--- config.mk ---
export PLATFORM = sky130hd
export DESIGN_NAME = frame_draw_sequencer_flat
export DESIGN_NICKNAME = d
export VERILOG_FILES = /design/src/rtl/frame_draw_sequencer_pkg.sv /design/src/rtl/frame_draw_sequencer_if.sv /design/src/rtl/frame_draw_sequencer_counter.sv /design/src/rtl/frame_draw_sequencer.sv /design/src/flat_wrapper.sv
export SDC_FILE = /design/constraint.sdc
export NUM_CORES = 1
export LEC_CHECK = 0
export BUFFER_PORTS_ARGS = -buffer_cell sky130_fd_sc_hd__clkbuf_2
export CAP_MARGIN = 15
export CORE_MARGIN = 1.5
export CORE_UTILIZATION = 35
export CTS_CLUSTER_SIZE = 8
export DETAILED_ROUTE_END_ITERATION = 10
export SLEW_MARGIN = 15
export SYNTH_ARGS = -nofsm -noshare
export SYNTH_HDL_FRONTEND = slang
export SYNTH_SLANG_ARGS = --single-unit
--- constraint.sdc ---
create_clock -name clk -period 2.1 [get_ports clk]
set_input_delay 0.42 -clock clk [delete_from_list [all_inputs] [get_ports clk]]
set_output_delay 0.42 -clock clk [all_outputs]
set_load 0.02 [all_outputs]
--- src/rtl/frame_draw_sequencer_pkg.sv ---
// Shared definitions for the snake playfield redraw path:
// cell indices, sequencer state encoding and the logb2 helper.
package snake_pkg;

  localparam logic [1:0] BG    = 2'd0;
  localparam logic [1:0] SNAKE = 2'd1;
  localparam logic [1:0] COIN  = 2'd2;
  localparam logic [1:0] HEAD  = 2'd3;

  typedef enum logic [2:0] {
    S_IDLE,
    S_CLEAR,
    S_BODY_REQ,
    S_BODY,
    S_COIN,
    S_HEAD,
    S_DONE
  } state_e;

  // ceil(log2(n)): bits needed to index n items
  function automatic int logb2(input int n);
    int r;
    r = 0;
    for (int i = 0; i < 31; i++)
      if ((32'sd1 <<< i) < n) r = i + 1;
    return r;
  endfunction

endpackage

--- src/rtl/frame_draw_sequencer_if.sv ---
// Bundle between the redraw sequencer, its body/coin/head sources
// and the screen-memory write port.
interface frame_draw_sequencer_if #(
  parameter int XB = 5,
  parameter int YB = 5,
  parameter int AB = 10
);

  logic          tick;
  logic          body_shift;
  logic          body_valid;
  logic [XB-1:0] body_x;
  logic [YB-1:0] body_y;
  logic          body_end;
  logic          coin_exists;
  logic [XB-1:0] coin_x;
  logic [YB-1:0] coin_y;
  logic [XB-1:0] head_x;
  logic [YB-1:0] head_y;
  logic          mem_we;
  logic [AB-1:0] mem_addr;
  logic [1:0]    mem_data;
  logic          busy;
  logic          frame_done;
  logic          wd_error;

  modport master (
    input  tick, body_valid, body_x, body_y,
    input  body_end, coin_exists, coin_x, coin_y,
    input  head_x, head_y,
    output body_shift, mem_we, mem_addr, mem_data,
    output busy, frame_done, wd_error
  );

  modport slave (
    output tick, body_valid, body_x, body_y,
    output body_end, coin_exists, coin_x, coin_y,
    output head_x, head_y,
    input  body_shift, mem_we, mem_addr, mem_data,
    input  busy, frame_done, wd_error
  );

endinterface

--- src/rtl/frame_draw_sequencer_counter.sv ---
// Free-running 0..MAX counter; ovf_o marks the enabled MAX cycle
// and the count wraps to 0 on it.
module StaticCounter
  import snake_pkg::*;
#(
  parameter int MAX = 15
) (
  input  logic                      clk,
  input  logic                      reset,
  input  logic                      en_i,
  output logic [logb2(MAX+1)-1:0]   count_o,
  output logic                      ovf_o
);

  localparam int W = logb2(MAX + 1);

  logic [W-1:0] count_q;
  logic [W-1:0] count_d;

  assign ovf_o   = en_i && (count_q == W'(MAX));
  assign count_o = count_q;

  always_comb begin
    count_d = count_q;
    if (ovf_o)     count_d = '0;
    else if (en_i) count_d = count_q + W'(1);
  end

  always_ff @(posedge clk) begin
    if (!reset) count_q <= '0;
    else        count_q <= count_d;
  end

endmodule

--- src/rtl/frame_draw_sequencer.sv ---
// Redraw pass owner of screen port A: clear, body, coin, head.
// FRAME_OVERRUN_COUNT_EN adds the saturating overrun_count output.
module frame_draw_sequencer
  import snake_pkg::*;
#(
  parameter int H         = 32,
  parameter int V         = 32,
  parameter int WD_CYCLES = 0
) (
  input  logic clk,
  input  logic reset,
  frame_draw_sequencer_if.master bus
`ifdef FRAME_OVERRUN_COUNT_EN
  , output logic [7:0] overrun_count
`endif
);

  localparam int XB  = logb2(H);
  localparam int YB  = logb2(V);
  localparam int AB  = logb2(H * V);
  localparam int WD  = (WD_CYCLES == 0) ? H * V + 4 : WD_CYCLES;
  localparam int WDW = logb2(WD + 1);

  state_e state_q, state_d;
  logic   pend_q, pend_d;
  logic [WDW-1:0] wd_q, wd_d;
  logic   wderr_q, wderr_d;
  logic   we_q, we_d;
  logic [AB-1:0] addr_q, addr_d;
  logic [1:0] data_q, data_d;
  logic   busy_q, shift_q, done_q;

  logic          clr_en;
  logic          clr_ovf;
  logic [AB-1:0] clr_cnt;

  function automatic logic [AB-1:0] cell_addr(
    input logic [XB-1:0] x,
    input logic [YB-1:0] y
  );
    return AB'(32'(y) * 32'(H) + 32'(x));
  endfunction

  assign clr_en = (state_q == S_CLEAR);

  StaticCounter #(.MAX(H * V - 1)) u_clr (
    .clk     (clk),
    .reset   (reset),
    .en_i    (clr_en),
    .count_o (clr_cnt),
    .ovf_o   (clr_ovf)
  );

  always_comb begin
    state_d = state_q;
    pend_d  = pend_q;
    wd_d    = '0;
    wderr_d = wderr_q;
    we_d    = 1'b0;
    addr_d  = '0;
    data_d  = BG;
    if (bus.tick && state_q != S_IDLE) pend_d = 1'b1;
    unique case (state_q)
      S_IDLE: begin
        if (bus.tick) state_d = S_CLEAR;
      end
      S_CLEAR: begin
        we_d   = 1'b1;
        addr_d = clr_cnt;
        if (clr_ovf) state_d = S_BODY_REQ;
      end
      S_BODY_REQ: state_d = S_BODY;
      S_BODY: begin
        wd_d = wd_q + WDW'(1);
        if (bus.body_valid) begin
          we_d   = 1'b1;
          addr_d = cell_addr(bus.body_x, bus.body_y);
          data_d = SNAKE;
        end
        if (bus.body_end) begin
          state_d = S_COIN;
        end else if (wd_q == WDW'(WD - 1)) begin
          wderr_d = 1'b1;
          state_d = S_COIN;
        end
      end
      S_COIN: begin
        we_d    = bus.coin_exists;
        addr_d  = cell_addr(bus.coin_x, bus.coin_y);
        data_d  = COIN;
        state_d = S_HEAD;
      end
      S_HEAD: begin
        we_d    = 1'b1;
        addr_d  = cell_addr(bus.head_x, bus.head_y);
        data_d  = HEAD;
        state_d = S_DONE;
      end
      S_DONE: begin
        // a tick landing in DONE itself chains straight into the next pass
        if (pend_q || bus.tick) begin
          state_d = S_CLEAR;
          pend_d  = 1'b0;
        end else begin
          state_d = S_IDLE;
        end
      end
      default: state_d = S_IDLE;
    endcase
  end

  always_ff @(posedge clk) begin
    if (!reset) begin
      state_q <= S_IDLE;
      pend_q  <= 1'b0;
      wd_q    <= '0;
      wderr_q <= 1'b0;
      we_q    <= 1'b0;
      addr_q  <= '0;
      data_q  <= BG;
      busy_q  <= 1'b0;
      shift_q <= 1'b0;
      done_q  <= 1'b0;
    end else begin
      state_q <= state_d;
      pend_q  <= pend_d;
      wd_q    <= wd_d;
      wderr_q <= wderr_d;
      we_q    <= we_d;
      addr_q  <= addr_d;
      data_q  <= data_d;
      busy_q  <= (state_d != S_IDLE);
      shift_q <= (state_q == S_BODY_REQ);
      done_q  <= (state_q == S_DONE);
    end
  end

  assign bus.mem_we     = we_q;
  assign bus.mem_addr   = addr_q;
  assign bus.mem_data   = data_q;
  assign bus.busy       = busy_q;
  assign bus.body_shift = shift_q;
  assign bus.frame_done = done_q;
  assign bus.wd_error   = wderr_q;

`ifdef FRAME_OVERRUN_COUNT_EN
  logic [7:0] ovc_q;

  always_ff @(posedge clk) begin
    if (!reset)
      ovc_q <= '0;
    else if (bus.tick && pend_q && ovc_q != 8'hFF)
      ovc_q <= ovc_q + 8'd1;
  end

  assign overrun_count = ovc_q;
`endif

endmodule
--- src/flat_wrapper.sv ---
// flat-port wrapper written by rule: the top's interface ports become plain ports
module frame_draw_sequencer_flat import snake_pkg::*;
#(
  parameter int H         = 32,
  parameter int V         = 32,
  parameter int WD_CYCLES = 0
)
  (clk, reset, bus_tick, bus_body_valid, bus_body_x, bus_body_y, bus_body_end, bus_coin_exists, bus_coin_x, bus_coin_y, bus_head_x, bus_head_y, bus_body_shift, bus_mem_we, bus_mem_addr, bus_mem_data, bus_busy, bus_frame_done, bus_wd_error);
  frame_draw_sequencer_if bus_i ();
  input  logic clk;
  input  logic reset;
  input wire logic [$bits(bus_i.tick)-1:0] bus_tick;
  input wire logic [$bits(bus_i.body_valid)-1:0] bus_body_valid;
  input wire logic [$bits(bus_i.body_x)-1:0] bus_body_x;
  input wire logic [$bits(bus_i.body_y)-1:0] bus_body_y;
  input wire logic [$bits(bus_i.body_end)-1:0] bus_body_end;
  input wire logic [$bits(bus_i.coin_exists)-1:0] bus_coin_exists;
  input wire logic [$bits(bus_i.coin_x)-1:0] bus_coin_x;
  input wire logic [$bits(bus_i.coin_y)-1:0] bus_coin_y;
  input wire logic [$bits(bus_i.head_x)-1:0] bus_head_x;
  input wire logic [$bits(bus_i.head_y)-1:0] bus_head_y;
  output wire logic [$bits(bus_i.body_shift)-1:0] bus_body_shift;
  output wire logic [$bits(bus_i.mem_we)-1:0] bus_mem_we;
  output wire logic [$bits(bus_i.mem_addr)-1:0] bus_mem_addr;
  output wire logic [$bits(bus_i.mem_data)-1:0] bus_mem_data;
  output wire logic [$bits(bus_i.busy)-1:0] bus_busy;
  output wire logic [$bits(bus_i.frame_done)-1:0] bus_frame_done;
  output wire logic [$bits(bus_i.wd_error)-1:0] bus_wd_error;
  assign bus_i.tick = bus_tick;
  assign bus_i.body_valid = bus_body_valid;
  assign bus_i.body_x = bus_body_x;
  assign bus_i.body_y = bus_body_y;
  assign bus_i.body_end = bus_body_end;
  assign bus_i.coin_exists = bus_coin_exists;
  assign bus_i.coin_x = bus_coin_x;
  assign bus_i.coin_y = bus_coin_y;
  assign bus_i.head_x = bus_head_x;
  assign bus_i.head_y = bus_head_y;
  assign bus_body_shift = bus_i.body_shift;
  assign bus_mem_we = bus_i.mem_we;
  assign bus_mem_addr = bus_i.mem_addr;
  assign bus_mem_data = bus_i.mem_data;
  assign bus_busy = bus_i.busy;
  assign bus_frame_done = bus_i.frame_done;
  assign bus_wd_error = bus_i.wd_error;
  frame_draw_sequencer #(.H(H), .V(V), .WD_CYCLES(WD_CYCLES)) u_core (.clk(clk), .reset(reset), .bus(bus_i));
endmodule
# ---- After elaboration in Yosys (flattened, before gate mapping)
# Index checks and enable logic that the tools add are counted.
dict set report word_totals {
  register_bits 42
  output_inout_bits 17
  elab_cells 51
}
dict set report op_classes {
  muxes 15
  n_eq_ne 8
  n_addsub 5
  n_reduce_logical 10
  bitwise_logic 2
}
# op count
set op_table {}
lappend op_table {{one-hot mux 10 bit (4 select lines)} 1}
lappend op_table {{adder 10 x 5 -> 10 bit} 3}
lappend op_table {{one-hot mux 3 bit (7 select lines)} 1}
lappend op_table {{two-way mux 3 bit} 4}
lappend op_table {{adder 11 x 1 -> 11 bit (second input constant)} 1}
lappend op_table {{equality test 11 bit (second input constant)} 1}
lappend op_table {{adder 10 x 1 -> 10 bit (second input constant)} 1}
lappend op_table {{equality test 10 bit (second input constant)} 1}
lappend op_table {{two-way mux 10 bit} 1}
lappend op_table {{equality test 3 bit (second input constant)} 3}
lappend op_table {{equality test 3 x 2 -> 1 bit (second input constant)} 2}
lappend op_table {{two-way mux 1 bit} 6}
lappend op_table {{one-hot mux 2 bit (3 select lines)} 1}
lappend op_table {{nonzero test 3 bit} 2}
lappend op_table {{OR reduction 2 bit} 2}
lappend op_table {{equality test 3 x 1 -> 1 bit (second input constant)} 1}
lappend op_table {{zero test 3 bit} 1}
lappend op_table {{one-hot mux 1 bit (3 select lines)} 1}
lappend op_table {{AND reduction 3 bit} 1}
lappend op_table {{logical AND 1 bit} 2}
lappend op_table {{NOT 1 bit} 2}
lappend op_table {{AND reduction 2 bit} 1}
lappend op_table {{logical OR 1 bit} 1}

# ---- Longest topological paths before layout
dict set report logic_depth {
  depth_word 5
  mapped_depth 6
}

# ---- Cells and area by module
# A second synthesis with hierarchy kept.
dict set report unflattened {
  hier_cells 234
  area_unflattened_um2 2030.7
}
# module instances area_each_um2 cells_per_inst
set modules_own_cells {}
lappend modules_own_cells {frame_draw_sequencer 1 1541.5 179}
lappend modules_own_cells {StaticCounter 1 489.2 55}

# ---- Worst setup path before layout
# No wires, ideal clock.
dict set report synth_path {
  path_type {reg-to-reg}
  from {register u_core.wd_q[0]}
  to {register u_core.busy_q, in the netlist u_core.bus.busy}
  n_path_buf 0
  setup_time_ns 0.125
  t_arrival_ns 1.648
  path_stages_with_launch 6
  slack_ns 0.327
  path_cell_list {dfxtp_1 -> ha_1 -> nor4b_2 -> and4_2 -> o311a_1 -> o41a_1}
}
dict set report synth_via {
  elab_chain_len 5
}
# item line
set synth_rtl {}
lappend synth_rtl {{start, declared} frame_draw_sequencer.sv:26} ;# logic [WDW-1:0] wd_q, wd_d;
lappend synth_rtl {{start signal, assigned} frame_draw_sequencer.sv:127} ;# wd_q <= wd_d;
lappend synth_rtl {{equality test 11 bit} frame_draw_sequencer.sv:82} ;# end else if (wd_q == WDW'(WD - 1)) begin
lappend synth_rtl {{two-way mux 3 bit} frame_draw_sequencer.sv:82}
lappend synth_rtl {{two-way mux 3 bit} frame_draw_sequencer.sv:80} ;# if (bus.body_end) begin
lappend synth_rtl {{one-hot mux 3 bit (7 select lines)} frame_draw_sequencer.sv:63} ;# unique case (state_q)
lappend synth_rtl {{nonzero test 3 bit} frame_draw_sequencer.sv:132} ;# busy_q <= (state_d != S_IDLE);
lappend synth_rtl {{end signal, assigned} frame_draw_sequencer.sv:132}
lappend synth_rtl {{end, declared} frame_draw_sequencer.sv:31} ;# logic busy_q, shift_q, done_q;
# No other way between the ends.
# A chain may end at the register's enable or synchronous reset.

# ---- Worst setup path in the final report
# Same ends and word-level chain as after synthesis.

==> results_dict.tcl <==
set metrics [dict create \
    cts_hold_buf 0 \
    layout.nets 315 \
    fin_crit_sh_pct 89.1 \
    hold_viol_final 0 \
    ys_ff_latch 42 \
    hold_class "primary input to register" \
    tightest_slew_ns 0.748 \
    grt_max_degree 17 \
    fin_skew_ns 0.00555 \
    leakage_nw 1.02 \
    syn_area_sq_um 2010 \
    status "complete, no violations" \
    grt_pass1_wl_um 7350 \
    crit_path_start_kind "register" \
    coreArea_sq_um 5510 \
    synth_adder_area_share_pct 1.25 \
    synthTopCellsByCount "dfxtp_1, nor2_1, nand2_1, a21oi_1" \
    min_from "bus_body_x[3]" \
    r2r_slack_ns 0.23 \
    drt_iter0_drc 106 \
    h-tree-depth 2 \
    finalPower_mw 1.46 \
    grt_busiest_layer "met2" \
    yosysSeqAreaShare_pct 41.9 \
    power.internal_mw 1.12 \
    cts_tree "yes" \
    pwr-share-seq_pct 55.7 \
    r2r-start "u_core.wd_q[0]" \
    track_usage_pct 14.9 \
    synth_simple_gate_area_share_pct 27.9 \
    path_clk_slew_ns 0.08 \
    initial_core_util_pct 36.4 \
    antenna_cells 0 \
    dp.cells 342 \
    overflow 0 \
    wl_um 4230 \
    yosysWarnings 0 \
    grt_antenna_before_repair 0 \
    switching_share_pct 23.3 \
    finalSetupTns_ns 0 \
    cts_buffers 5 \
    synth_edf_count 0 \
    power.switching_uw 341 \
    p_comb_share_pct 7.1 \
    fin_cells 350 \
    crit_end "u_core.bus.busy" \
    avgRoutedWirePerCell_um 12.1 \
    hpwlAfterDp_um 3240 \
    rr_endpoint "u_core.bus.busy" \
    top_level_ports 53 \
    ir_drop_mv 0.274 \
    finalSetupViolCount 0 \
    root_buffer "clkbuf_8" \
    postCtsSetupBuffers 0 \
    grt_pass1_vias 1663 \
    async_reset_ff_share_pct 0 \
    die_area_sq_um 6200 \
    routabilityCongestion 0.811 \
    die_width_um 78.7 \
    yosys-mux-area-fraction_pct 6.11 \
    clk_path_buf_depth 2 \
    met1_usage_pct 18.9 \
    powerDensity_nw_per_um2 595 \
    slew_viol_final 0 \
    max_clock_freq_mhz 534 \
    crit_arrival_ns 2.05 \
    synth_top_area_cell "dfxtp_1" \
    grtUsageMet2_pct 23.8 \
    cts.repair.resized 0 \
    worstSetupEndpointType "register" \
    synth.most_common_cell "dfxtp_1" \
    worstRegToRegCells 5 \
    crit_start "u_core.wd_q[0]" \
    rows 27 \
    synth_top_family_by_area "simple AND/OR/NAND/NOR gates" \
    viasPerCell 4.81 \
    crit_type "register to register" \
    relSlewSlack_pct 49.8 \
    synthCells 222 \
    drc 0 \
    p_clk_share_pct 37.2 \
    netlist.area_leader.share_pct 41.9 \
    synthDistinctLibCells 42 \
    synthFlopType "dfxtp_1" \
    ant_nets 0 \
    period_minus_slack_ns 1.87 \
    cp_max_fo 4 \
    vias 1685 \
    syn_area_per_cell_sq_um 9.04 \
    chipHeight_um 78.7 \
    critPathRequiredTime_ns 2.28 \
    synth_area_leaders "dfxtp_1, mux2_2, xor2_1, nor2_1, a22oi_1" \
    first_pass_iters 4 \
    cap_violations 0 \
    synth_nets 260 \
    io_buffers 52 \
    drive_above_1_share_pct 34.9 \
    clock-sinks 42 \
    syn_to_final_growth_pct 22.5 \
    rsz0062_at_grt "no" \
    clkLatencyLatePin_ns 0.29 \
    synth-compound-area-share_pct 11.9 \
    synth_xor_area_share_pct 7.86 \
    use_met3_pct 4.25 \
    nFillCells 535 \
]
[layer usage]
layer / vias up / part of all wire, %
li1: 887 / -
met1: 758 / 48
met2: 32 / 45
met3: 8 / 4.4
met4: 0 / 2.0
met5: - / 0
[through the flow]
| stage | utilization [%] | hold WS [ns] | setup slack, ns | instance area, sq um |
|---|---|---|---|---|
| after CTS | 44.6 | 0.338 | 0.201 | 2460 |
| final | 44.6 | 0.341 | 0.229 | 2460 |
| after detailed placement | 42.9 | 0.453 | 0.224 | 2360 |
| after global placement | 42.9 | 0.443 | 0.268 | 2360 |
| after floorplan | - | 0.426 | 0.327 | 2010 |
| after global routing | 44.6 | 0.346 | 0.0701 | 2460 |
[cell usage in the layout (no fill, tap or decap), types with 3 or more instances in the layout]
| master | instances |
|---|---|
| or2_2 | 11 |
| buf_4 | 7 |
| nand3_1 | 8 |
| xnor2_1 | 7 |
| clkbuf_8 | 6 |
| nand2_1 | 20 |
| nor2b_1 | 5 |
| dfxtp_1 | 42 |
| inv_1 | 4 |
| and3_1 | 3 |
| clkbuf_2 | 52 |
| mux2_2 | 10 |
| and2_1 | 8 |
| nand4_1 | 6 |
| a22oi_1 | 10 |
| xor2_1 | 11 |
| nor2_1 | 22 |
| and4_1 | 3 |
| a21oi_1 | 13 |
[state kept, by name, indices dropped and copies added, names as in the netlist]
name,flops
u_core.state_q,3
u_core.bus.wd_error,1
u_core.u_clr.count_o,10
u_core.wd_q,11
u_core.pend_q,1
u_core.bus.mem_data,2
u_core.bus.busy,1
u_core.bus.body_shift,1
u_core.bus.mem_we,1
u_core.bus.mem_addr,10
u_core.bus.frame_done,1
[cell families (layout without fill, tap and decap cells)]
kind of cell | count (synthesis) | in the layout
AO/OA/AOI/OAI | 35 | 35
buffers and inverters | 15 | 71
XOR/XNOR | 18 | 18
multiplexers | 11 | 11
flip-flops | 42 | 42
adder cells (fa/ha/maj) | 2 | 2
AND/OR/NAND/NOR | 99 | 99
[critical path: stages, from the launching register on]
cell,delay (ns)
dfxtp_1,0.37
ha_1,0.22
nor4b_2,0.25
a41oi_1,0.19
or3b_1,0.42
o41a_1,0.31
[how the worst min path moves through the flow]
| stage | endpoint | slack, ns | depth (start not counted) |
|---|---|---|---|
| final | u_core.bus.mem_addr[3] | 0.34 | 3 |
| after global routing | u_core.bus.mem_addr[7] | 0.35 | 3 |
| after CTS | u_core.bus.mem_addr[5] | 0.34 | 3 |
| after detailed placement | u_core.wd_q[0] | 0.45 | 1 |
| after global placement | u_core.wd_q[0] | 0.44 | 1 |
| after floorplan | u_core.wd_q[0] | 0.43 | 1 |
[power by group through the flow]
stage                     registers (mW)  clock network [mW]  logic [mW]
after floorplan                    0.835                   0      0.0473
after global placement             0.834                   0       0.103
after detailed placement           0.834                   0       0.104
after CTS                          0.815               0.564       0.104
after global routing               0.817               0.593       0.116
final                              0.815               0.544       0.104
[layout make-up]
type                    count  area (sq um)  area share (%)
clock buffers               6          82.6            3.36
multi-input cells         165          1100            44.9
flip-flops and latches     42           841            34.2
repair buffers             59           313            12.7
clock inverters             2          12.5           0.509
well taps                  72          90.1            3.66
inverters                   4          15.0           0.611
Note: power is estimated with default switching activity, not from simulation.
